[src/rtl/write_master_pkg.sv]
// Shared types and helpers for the Avalon-MM write master.
package write_master_pkg;

  typedef enum logic [1:0] {
    IDLE      = 2'd0,
    WRITE     = 2'd1,
    WAIT_RESP = 2'd2
  } state_t;

  // Mask that clears the sub-word bits of a byte length (be_width must be a power of 2).
  function automatic logic [63:0] addr_step_mask(input int unsigned be_width);
    return ~(64'(be_width) - 64'd1);
  endfunction

endpackage

[src/rtl/write_master_if.sv]
// Avalon-MM write bus between the write master and the interconnect.
// M_AVALON_WRITERESPONSEVALID exists only when WRITE_MASTER_WRITERESPONSE_EN is defined.
interface write_master_if #(
  parameter int DW  = 32,
  parameter int AW  = 32,
  parameter int BEW = DW / 8
);
  logic          M_AVALON_WAITREQUEST;
  logic [AW-1:0] M_AVALON_ADDRESS;
  logic          M_AVALON_WRITE;
  logic [DW-1:0] M_AVALON_WRITEDATA;
  logic [BEW-1:0] M_AVALON_BYTEENABLE;
`ifdef WRITE_MASTER_WRITERESPONSE_EN
  logic          M_AVALON_WRITERESPONSEVALID;
`endif

  // Handshake: a beat transfers on a clock edge where WRITE=1 and WAITREQUEST=0;
  // while WAITREQUEST=1 the master holds WRITE, ADDRESS and WRITEDATA unchanged.
  modport master (
    input  M_AVALON_WAITREQUEST,
`ifdef WRITE_MASTER_WRITERESPONSE_EN
    input  M_AVALON_WRITERESPONSEVALID,
`endif
    output M_AVALON_ADDRESS,
    output M_AVALON_WRITE,
    output M_AVALON_WRITEDATA,
    output M_AVALON_BYTEENABLE
  );

  modport slave (
    output M_AVALON_WAITREQUEST,
`ifdef WRITE_MASTER_WRITERESPONSE_EN
    output M_AVALON_WRITERESPONSEVALID,
`endif
    input  M_AVALON_ADDRESS,
    input  M_AVALON_WRITE,
    input  M_AVALON_WRITEDATA,
    input  M_AVALON_BYTEENABLE
  );
endinterface

[src/rtl/write_master_fifo.sv]
// Synchronous show-ahead FIFO: rdata is the head word straight from storage.
module write_master_fifo #(
  parameter int DW    = 32,
  parameter int DEPTH = 16
) (
  input  logic                     clk,
  input  logic                     rst,
  input  logic                     push,
  input  logic                     pop,
  input  logic [DW-1:0]            wdata,
  output logic [DW-1:0]            rdata,
  output logic [$clog2(DEPTH):0]   count,
  output logic                     full,
  output logic                     empty
);
  localparam int PW = $clog2(DEPTH);
  localparam logic [PW:0]   FULL_CNT = DEPTH[PW:0];
  localparam logic [PW-1:0] PTR_ONE  = PW'(1);
  localparam logic [PW:0]   CNT_ONE  = (PW + 1)'(1);

  logic [DW-1:0] r_mem [DEPTH];
  logic [PW-1:0] r_wr_ptr, r_rd_ptr;
  logic [PW:0]   r_count;
  logic          w_push_ok, w_pop_ok;

  // A push while full is dropped even if a pop frees a slot at the same edge.
  assign full      = (r_count == FULL_CNT);
  assign empty     = (r_count == '0);
  assign w_push_ok = push && !full;
  assign w_pop_ok  = pop && !empty;
  assign rdata     = r_mem[r_rd_ptr];
  assign count     = r_count;

  always_ff @(posedge clk) begin
    if (w_push_ok) r_mem[r_wr_ptr] <= wdata;
  end

  always_ff @(posedge clk) begin
    if (rst) begin
      r_wr_ptr <= '0;
      r_rd_ptr <= '0;
      r_count  <= '0;
    end else begin
      if (w_push_ok) r_wr_ptr <= r_wr_ptr + PTR_ONE;
      if (w_pop_ok)  r_rd_ptr <= r_rd_ptr + PTR_ONE;
      case ({w_push_ok, w_pop_ok})
        2'b10:   r_count <= r_count + CNT_ONE;
        2'b01:   r_count <= r_count - CNT_ONE;
        default: r_count <= r_count;
      endcase
    end
  end
endmodule

[src/rtl/write_master.sv]
// Avalon-MM write master: drains a user FIFO as word writes over a contiguous or fixed range.
// Define WRITE_MASTER_WRITERESPONSE_EN to wait for all write responses before reporting done.
module write_master
  import write_master_pkg::*;
#(
  parameter int AVALON_DATA_WIDTH        = 32,
  parameter int AVALON_ADDRESS_WIDTH     = 32,
  parameter int AVALON_BYTE_ENABLE_WIDTH = AVALON_DATA_WIDTH / 8,
  parameter int FIFO_DEPTH               = 16
) (
  input  logic                                M_AVALON_CLK,
  input  logic                                M_AVALON_RST,
  input  logic                                control_fixed_location,
  input  logic [AVALON_ADDRESS_WIDTH-1:0]     control_write_base,
  input  logic [AVALON_ADDRESS_WIDTH-1:0]     control_write_length,
  input  logic                                control_go,
  output logic                                control_done,
  input  logic                                user_write_buffer,
  input  logic [AVALON_DATA_WIDTH-1:0]        user_buffer_data,
  output logic                                user_buffer_full,
  write_master_if.master                      avm,
  output state_t                              o_dbg_state,
  output logic [$clog2(FIFO_DEPTH):0]         o_dbg_fifo_count
);
  localparam int AW = AVALON_ADDRESS_WIDTH;
  localparam logic [AW-1:0] STEP     = AW'(AVALON_BYTE_ENABLE_WIDTH);
  localparam logic [AW-1:0] LEN_MASK = AW'(addr_step_mask(AVALON_BYTE_ENABLE_WIDTH));

  state_t                         r_state, w_next_state;
  logic [AW-1:0]                  r_addr, r_len;
  logic                           r_fixed;
  logic [AW-1:0]                  w_len_masked;
  logic                           w_go, w_write, w_accept, w_last;
  logic                           w_fifo_empty, w_fifo_full;
  logic [AVALON_DATA_WIDTH-1:0]   w_fifo_rdata;
  logic [$clog2(FIFO_DEPTH):0]    w_fifo_count;

  write_master_fifo #(
    .DW    (AVALON_DATA_WIDTH),
    .DEPTH (FIFO_DEPTH)
  ) u_fifo (
    .clk   (M_AVALON_CLK),
    .rst   (M_AVALON_RST),
    .push  (user_write_buffer),
    .pop   (w_accept),
    .wdata (user_buffer_data),
    .rdata (w_fifo_rdata),
    .count (w_fifo_count),
    .full  (w_fifo_full),
    .empty (w_fifo_empty)
  );

  assign w_len_masked = control_write_length & LEN_MASK;
  assign w_go         = (r_state == IDLE) && control_go;
  assign w_accept     = w_write && !avm.M_AVALON_WAITREQUEST;
  assign w_last       = w_accept && (r_len == STEP);

`ifdef WRITE_MASTER_WRITERESPONSE_EN
  localparam logic [AW-1:0] ONE = AW'(1);
  logic [AW-1:0] r_outstanding, w_out_next;

  always_comb begin
    w_out_next = r_outstanding;
    if (w_accept && !avm.M_AVALON_WRITERESPONSEVALID)      w_out_next = r_outstanding + ONE;
    else if (!w_accept && avm.M_AVALON_WRITERESPONSEVALID) w_out_next = r_outstanding - ONE;
  end

  always_ff @(posedge M_AVALON_CLK) begin
    if (M_AVALON_RST) r_outstanding <= '0;
    else              r_outstanding <= w_out_next;
  end
`endif

  always_ff @(posedge M_AVALON_CLK) begin
    if (M_AVALON_RST) r_state <= IDLE;
    else              r_state <= w_next_state;
  end

  always_comb begin
    w_next_state = r_state;
    unique case (r_state)
      IDLE:  if (control_go && (w_len_masked != '0)) w_next_state = WRITE;
`ifdef WRITE_MASTER_WRITERESPONSE_EN
      WRITE:     if (w_last) w_next_state = WAIT_RESP;
      WAIT_RESP: if (w_out_next == '0) w_next_state = IDLE;
`else
      WRITE:     if (w_last) w_next_state = IDLE;
      WAIT_RESP: w_next_state = IDLE;
`endif
      default:   w_next_state = IDLE;
    endcase
  end

  always_comb begin
    control_done = (r_state == IDLE);
    w_write      = (r_state == WRITE) && !w_fifo_empty && (r_len != '0);
  end

  // Base/length/fixed are captured on any go seen in IDLE; a zero masked length never leaves IDLE.
  always_ff @(posedge M_AVALON_CLK) begin
    if (M_AVALON_RST) begin
      r_addr  <= '0;
      r_len   <= '0;
      r_fixed <= 1'b0;
    end else if (w_go) begin
      r_addr  <= control_write_base;
      r_len   <= w_len_masked;
      r_fixed <= control_fixed_location;
    end else if (w_accept) begin
      r_len <= r_len - STEP;
      if (!r_fixed) r_addr <= r_addr + STEP;
    end
  end

  assign avm.M_AVALON_WRITE      = w_write;
  assign avm.M_AVALON_ADDRESS    = r_addr;
  assign avm.M_AVALON_WRITEDATA  = w_fifo_rdata;
  assign avm.M_AVALON_BYTEENABLE = '1;
  assign user_buffer_full        = w_fifo_full;
  assign o_dbg_state             = r_state;
  assign o_dbg_fifo_count        = w_fifo_count;
endmodule
[src/flat_wrapper.sv]
// flat-port wrapper written by rule: the top's interface ports become plain ports
module write_master_flat import write_master_pkg::*;
#(
  parameter int AVALON_DATA_WIDTH        = 32,
  parameter int AVALON_ADDRESS_WIDTH     = 32,
  parameter int AVALON_BYTE_ENABLE_WIDTH = AVALON_DATA_WIDTH / 8,
  parameter int FIFO_DEPTH               = 16
)
  (M_AVALON_CLK, M_AVALON_RST, control_fixed_location, control_write_base, control_write_length, control_go, control_done, user_write_buffer, user_buffer_data, user_buffer_full, o_dbg_state, o_dbg_fifo_count, avm_M_AVALON_WAITREQUEST, avm_M_AVALON_ADDRESS, avm_M_AVALON_WRITE, avm_M_AVALON_WRITEDATA, avm_M_AVALON_BYTEENABLE);
  write_master_if avm_i ();
  input  logic M_AVALON_CLK;
  input  logic M_AVALON_RST;
  input  logic control_fixed_location;
  input  logic [AVALON_ADDRESS_WIDTH-1:0] control_write_base;
  input  logic [AVALON_ADDRESS_WIDTH-1:0] control_write_length;
  input  logic control_go;
  output logic control_done;
  input  logic user_write_buffer;
  input  logic [AVALON_DATA_WIDTH-1:0] user_buffer_data;
  output logic user_buffer_full;
  output state_t o_dbg_state;
  output logic [$clog2(FIFO_DEPTH):0] o_dbg_fifo_count;
  input wire logic [$bits(avm_i.M_AVALON_WAITREQUEST)-1:0] avm_M_AVALON_WAITREQUEST;
  output wire logic [$bits(avm_i.M_AVALON_ADDRESS)-1:0] avm_M_AVALON_ADDRESS;
  output wire logic [$bits(avm_i.M_AVALON_WRITE)-1:0] avm_M_AVALON_WRITE;
  output wire logic [$bits(avm_i.M_AVALON_WRITEDATA)-1:0] avm_M_AVALON_WRITEDATA;
  output wire logic [$bits(avm_i.M_AVALON_BYTEENABLE)-1:0] avm_M_AVALON_BYTEENABLE;
  assign avm_i.M_AVALON_WAITREQUEST = avm_M_AVALON_WAITREQUEST;
  assign avm_M_AVALON_ADDRESS = avm_i.M_AVALON_ADDRESS;
  assign avm_M_AVALON_WRITE = avm_i.M_AVALON_WRITE;
  assign avm_M_AVALON_WRITEDATA = avm_i.M_AVALON_WRITEDATA;
  assign avm_M_AVALON_BYTEENABLE = avm_i.M_AVALON_BYTEENABLE;
  write_master #(.AVALON_DATA_WIDTH(AVALON_DATA_WIDTH), .AVALON_ADDRESS_WIDTH(AVALON_ADDRESS_WIDTH), .AVALON_BYTE_ENABLE_WIDTH(AVALON_BYTE_ENABLE_WIDTH), .FIFO_DEPTH(FIFO_DEPTH)) u_core (.M_AVALON_CLK(M_AVALON_CLK), .M_AVALON_RST(M_AVALON_RST), .control_fixed_location(control_fixed_location), .control_write_base(control_write_base), .control_write_length(control_write_length), .control_go(control_go), .control_done(control_done), .user_write_buffer(user_write_buffer), .user_buffer_data(user_buffer_data), .user_buffer_full(user_buffer_full), .avm(avm_i), .o_dbg_state(o_dbg_state), .o_dbg_fifo_count(o_dbg_fifo_count));
endmodule
[config.mk]
export PLATFORM = sky130hd
export DESIGN_NAME = write_master_flat
export DESIGN_NICKNAME = d
export VERILOG_FILES = /design/src/rtl/write_master_pkg.sv /design/src/rtl/write_master_if.sv /design/src/rtl/write_master_fifo.sv /design/src/rtl/write_master.sv /design/src/flat_wrapper.sv
export SDC_FILE = /design/constraint.sdc
export NUM_CORES = 1
export LEC_CHECK = 0
export ABC_AREA = 1
export BUFFER_PORTS_ARGS = -buffer_cell sky130_fd_sc_hd__buf_2
export CAP_MARGIN = 5
export CELL_PAD_IN_SITES_DETAIL_PLACEMENT = 0
export CELL_PAD_IN_SITES_GLOBAL_PLACEMENT = 1
export CORE_MARGIN = 3
export CORE_UTILIZATION = 52
export DETAILED_ROUTE_END_ITERATION = 10
export PLACE_DENSITY = 0.81
export SLEW_MARGIN = 20
export SYNTH_ARGS = -nofsm -noshare
export SYNTH_HDL_FRONTEND = slang
export SYNTH_HIERARCHICAL = 1
export SYNTH_SLANG_ARGS = --single-unit
[constraint.sdc]
create_clock -name M_AVALON_CLK -period 9.35 [get_ports M_AVALON_CLK]
set_clock_uncertainty 0.15 [all_clocks]
set_input_delay 2.805 -clock M_AVALON_CLK [delete_from_list [all_inputs] [get_ports M_AVALON_CLK]]
set_output_delay 2.805 -clock M_AVALON_CLK [all_outputs]
set_load 0.02 [all_outputs]
==> results_dict.tcl <==
set metrics [dict create \
    placed_area_um2 27500 \
    netlist_area_um2 26200 \
    synthDistinctLibCells 46 \
    tns_ns 0 \
    power.total_mw 6.85 \
    grt_max_degree 208 \
    yosys_warnings 6 \
    synth_flop_cell "edfxtp_1" \
    post_cts_resized 0 \
    rsz0062_at_grt "false" \
    die_w_um 231 \
    cts_tree "done" \
    finalHoldViolations 0 \
    crit_arrival_ns 3.32 \
    cp_num_cells 7 \
    crit_fanout 69 \
    fin_crit_sh 0.671 \
    n_fill_cell 3985 \
    fmax_mhz 159 \
    cts-root-buf "clkbuf_16" \
    first_global_vias 17000 \
    clock_latency_ns 0.62 \
    die_area_um2 53200 \
    postLayoutCellArea_um2 29700 \
    routed_wl_um 61900 \
    crit_path_end_kind "output pin" \
    dr.pass1.iters 6 \
    core_area_um2 49400 \
    synth-seq-area-share 0.648 \
    synth_edf_count 512 \
    clock_path_buffers 3 \
    clk_pin_slew_ns 0.06 \
    layout_common_cells "512 x edfxtp_1, 368 x nand2_1, 205 x inv_1" \
    critPathLaunchType "flip-flop" \
    synth_top_area_share 0.586 \
    start_util 0.531 \
    syn_avg_cell_area_um2 11.3 \
    antenna_found_initial 5 \
    worst-endpoint-required_ns 6.40 \
    worstRegToRegCells 18 \
    holdWs_ns 0.334 \
    grt_pass1_wl_um 95900 \
    relSlewSlack 0.212 \
    synth_area_leaders "edfxtp_1 59%, dfxtp_1 6.2%, nand2_1 5.3%" \
    hold_depth 2 \
    crit_buf_inv 2 \
    cts_sinks 593 \
    cts_hold_buf 0 \
    power_leakage_nw 10.6 \
    rows 81 \
    dp_hpwl_um 34700 \
    path_class "reg2out" \
    drt_iter0_drc 1432 \
    ant_nets 0 \
    viasPerCell 5.51 \
    cp_slowest_cell "dfxtp_4" \
    slew_viol_final 0 \
    htree_levels 2 \
    gp_congestion 0.852 \
    grtUsageTotal 0.232 \
    crit_chain "buf_4 > a21oi_1 > o21ai_0 > o21ai_1 > o211ai_1 > nand2_1 > buf_2" \
    areaGrowthSynthToFinish_pct 13.2 \
    finish.utilization 0.601 \
    power.density_nw_per_um2 231 \
    drc 0 \
    wl_per_cell_um 19.5 \
    yosysTopAreaCell "edfxtp_1" \
    synthArstFlopShare 0 \
    cts_setup_buffers 0 \
    crit_path_max_incr_delay_ns 0.96 \
    period_needed_ns 6.28 \
    die_h_um 231 \
    grt_overflow 0 \
    status "finished, final reports clean" \
    cts_inserted_buffers 60 \
    holdCritPathClass "reg2reg" \
    tightest_slew_ns 1.18 \
    crit_family "buffers and inverters" \
    final_common_cell "edfxtp_1" \
    irDropWorstVdd_mv 0.183 \
    ys_ff_latch 593 \
    vias 17500 \
    pin_count 180 \
    nNetsFinal 2568 \
    port_buffers 172 \
    layout-drive-gt1-share 0.143 \
    synthCells 2319 \
    setup_violations 0 \
    drv_cap 0 \
]
==> stage by stage <==
step / worst slack, ns / cells
6_report: 3.07 / 3173
5_1_grt: 2.89 / 3171
3_3_place_gp: 3.78 / 3057
3_5_place_dp: 3.76 / 3057
2_1_floorplan: 4.26 / 2322
4_1_cts: 3.07 / 3169
==> logic make-up after synthesis <==
group,synth area share
compound gates,0.114
xor+xnor,0.0104
fa+ha+maj,0.00525
buf+inv,0.0609
flops,0.648
mux,0.0488
other cells,0.000286
simple gates,0.113
==> tightest hold or removal path: cells and delay by family, from the launching register on <==
kind | cells | cell delay (ns)
flip-flops | 1 | 0.32
AO/OA/AOI/OAI | 1 | 0.06
AND/OR/NAND/NOR | 1 | 0.06
==> worst paths after layout <==
| check | from | endpoint | slack (ns) |
|---|---|---|---|
| hold reg to reg | u_core/r_len[3]$_SDFFE_PP0P_ | u_core/r_len[3]$_SDFFE_PP0P_ | 0.33 |
| hold / removal | u_core/r_len[3]$_SDFFE_PP0P_ | u_core/r_len[3]$_SDFFE_PP0P_ | 0.33 |
| setup reg to reg | u_core/r_len[2]$_SDFFE_PP0P_ | u_core/u_fifo/count[3]$_SDFFE_PP0P_ | 5.84 |
| setup / recovery | flip-flop | avm_M_AVALON_WRITEDATA[24] | 3.07 |
==> flip-flops by register name, indices dropped and copies added, names as in the netlist, named ones only <==
signal,flops
u_core/r_len,30
u_core/o_dbg_state,1
u_core/u_fifo/r_mem,512
u_core/u_fifo/count,5
u_core/u_fifo/r_wr_ptr,4
u_core/avm.M_AVALON_ADDRESS,32
u_core/u_fifo/r_rd_ptr,4
u_core/r_fixed,1
==> area by class of cell <==
cell class	count	area, um2	area share
Antenna cell	4	10.0	0.000337
Clock buffer	66	1520	0.0513
Clock inverter	46	657	0.0221
Inverter	213	810	0.0273
Multi-Input combinational cell	1390	7770	0.262
Sequential cell	593	17000	0.573
Tap cell	664	831	0.0280
Timing Repair Buffer	197	1070	0.0362
==> per-layer routing <==
metal / share of wire / vias to the layer above / global-route usage / routed length [um]
li1: - / 8429 / - / -
met1: 0.44 / 8449 / 0.321 / 27500
met2: 0.47 / 504 / 0.382 / 29300
met3: 0.061 / 112 / 0.0357 / 3760
met4: 0.022 / 2 / 0.0684 / 1350
met5: 0.00021 / - / 0 / 13
==> power by group <==
group / switching [mW] / internal, mW / leakage [nW] / total [mW]
Clock: 1.02 / 1.57 / 1.04 / 2.59
Combinational: 0.788 / 0.403 / 4.27 / 1.19
Sequential: 0.0938 / 2.98 / 5.29 / 3.07
==> cells in the mapped netlist (33+ instances only) <==
master and instances:
edfxtp_1 512, nand2_1 369, inv_1 206, nor2_1 181
o21ai_0 166, a21oi_1 159, mux2i_1 128, o211ai_1 128
nand3_1 90, dfxtp_1 81, clkbuf_1 62, o21ai_1 33
Note: power is estimated with default switching activity, not from simulation.
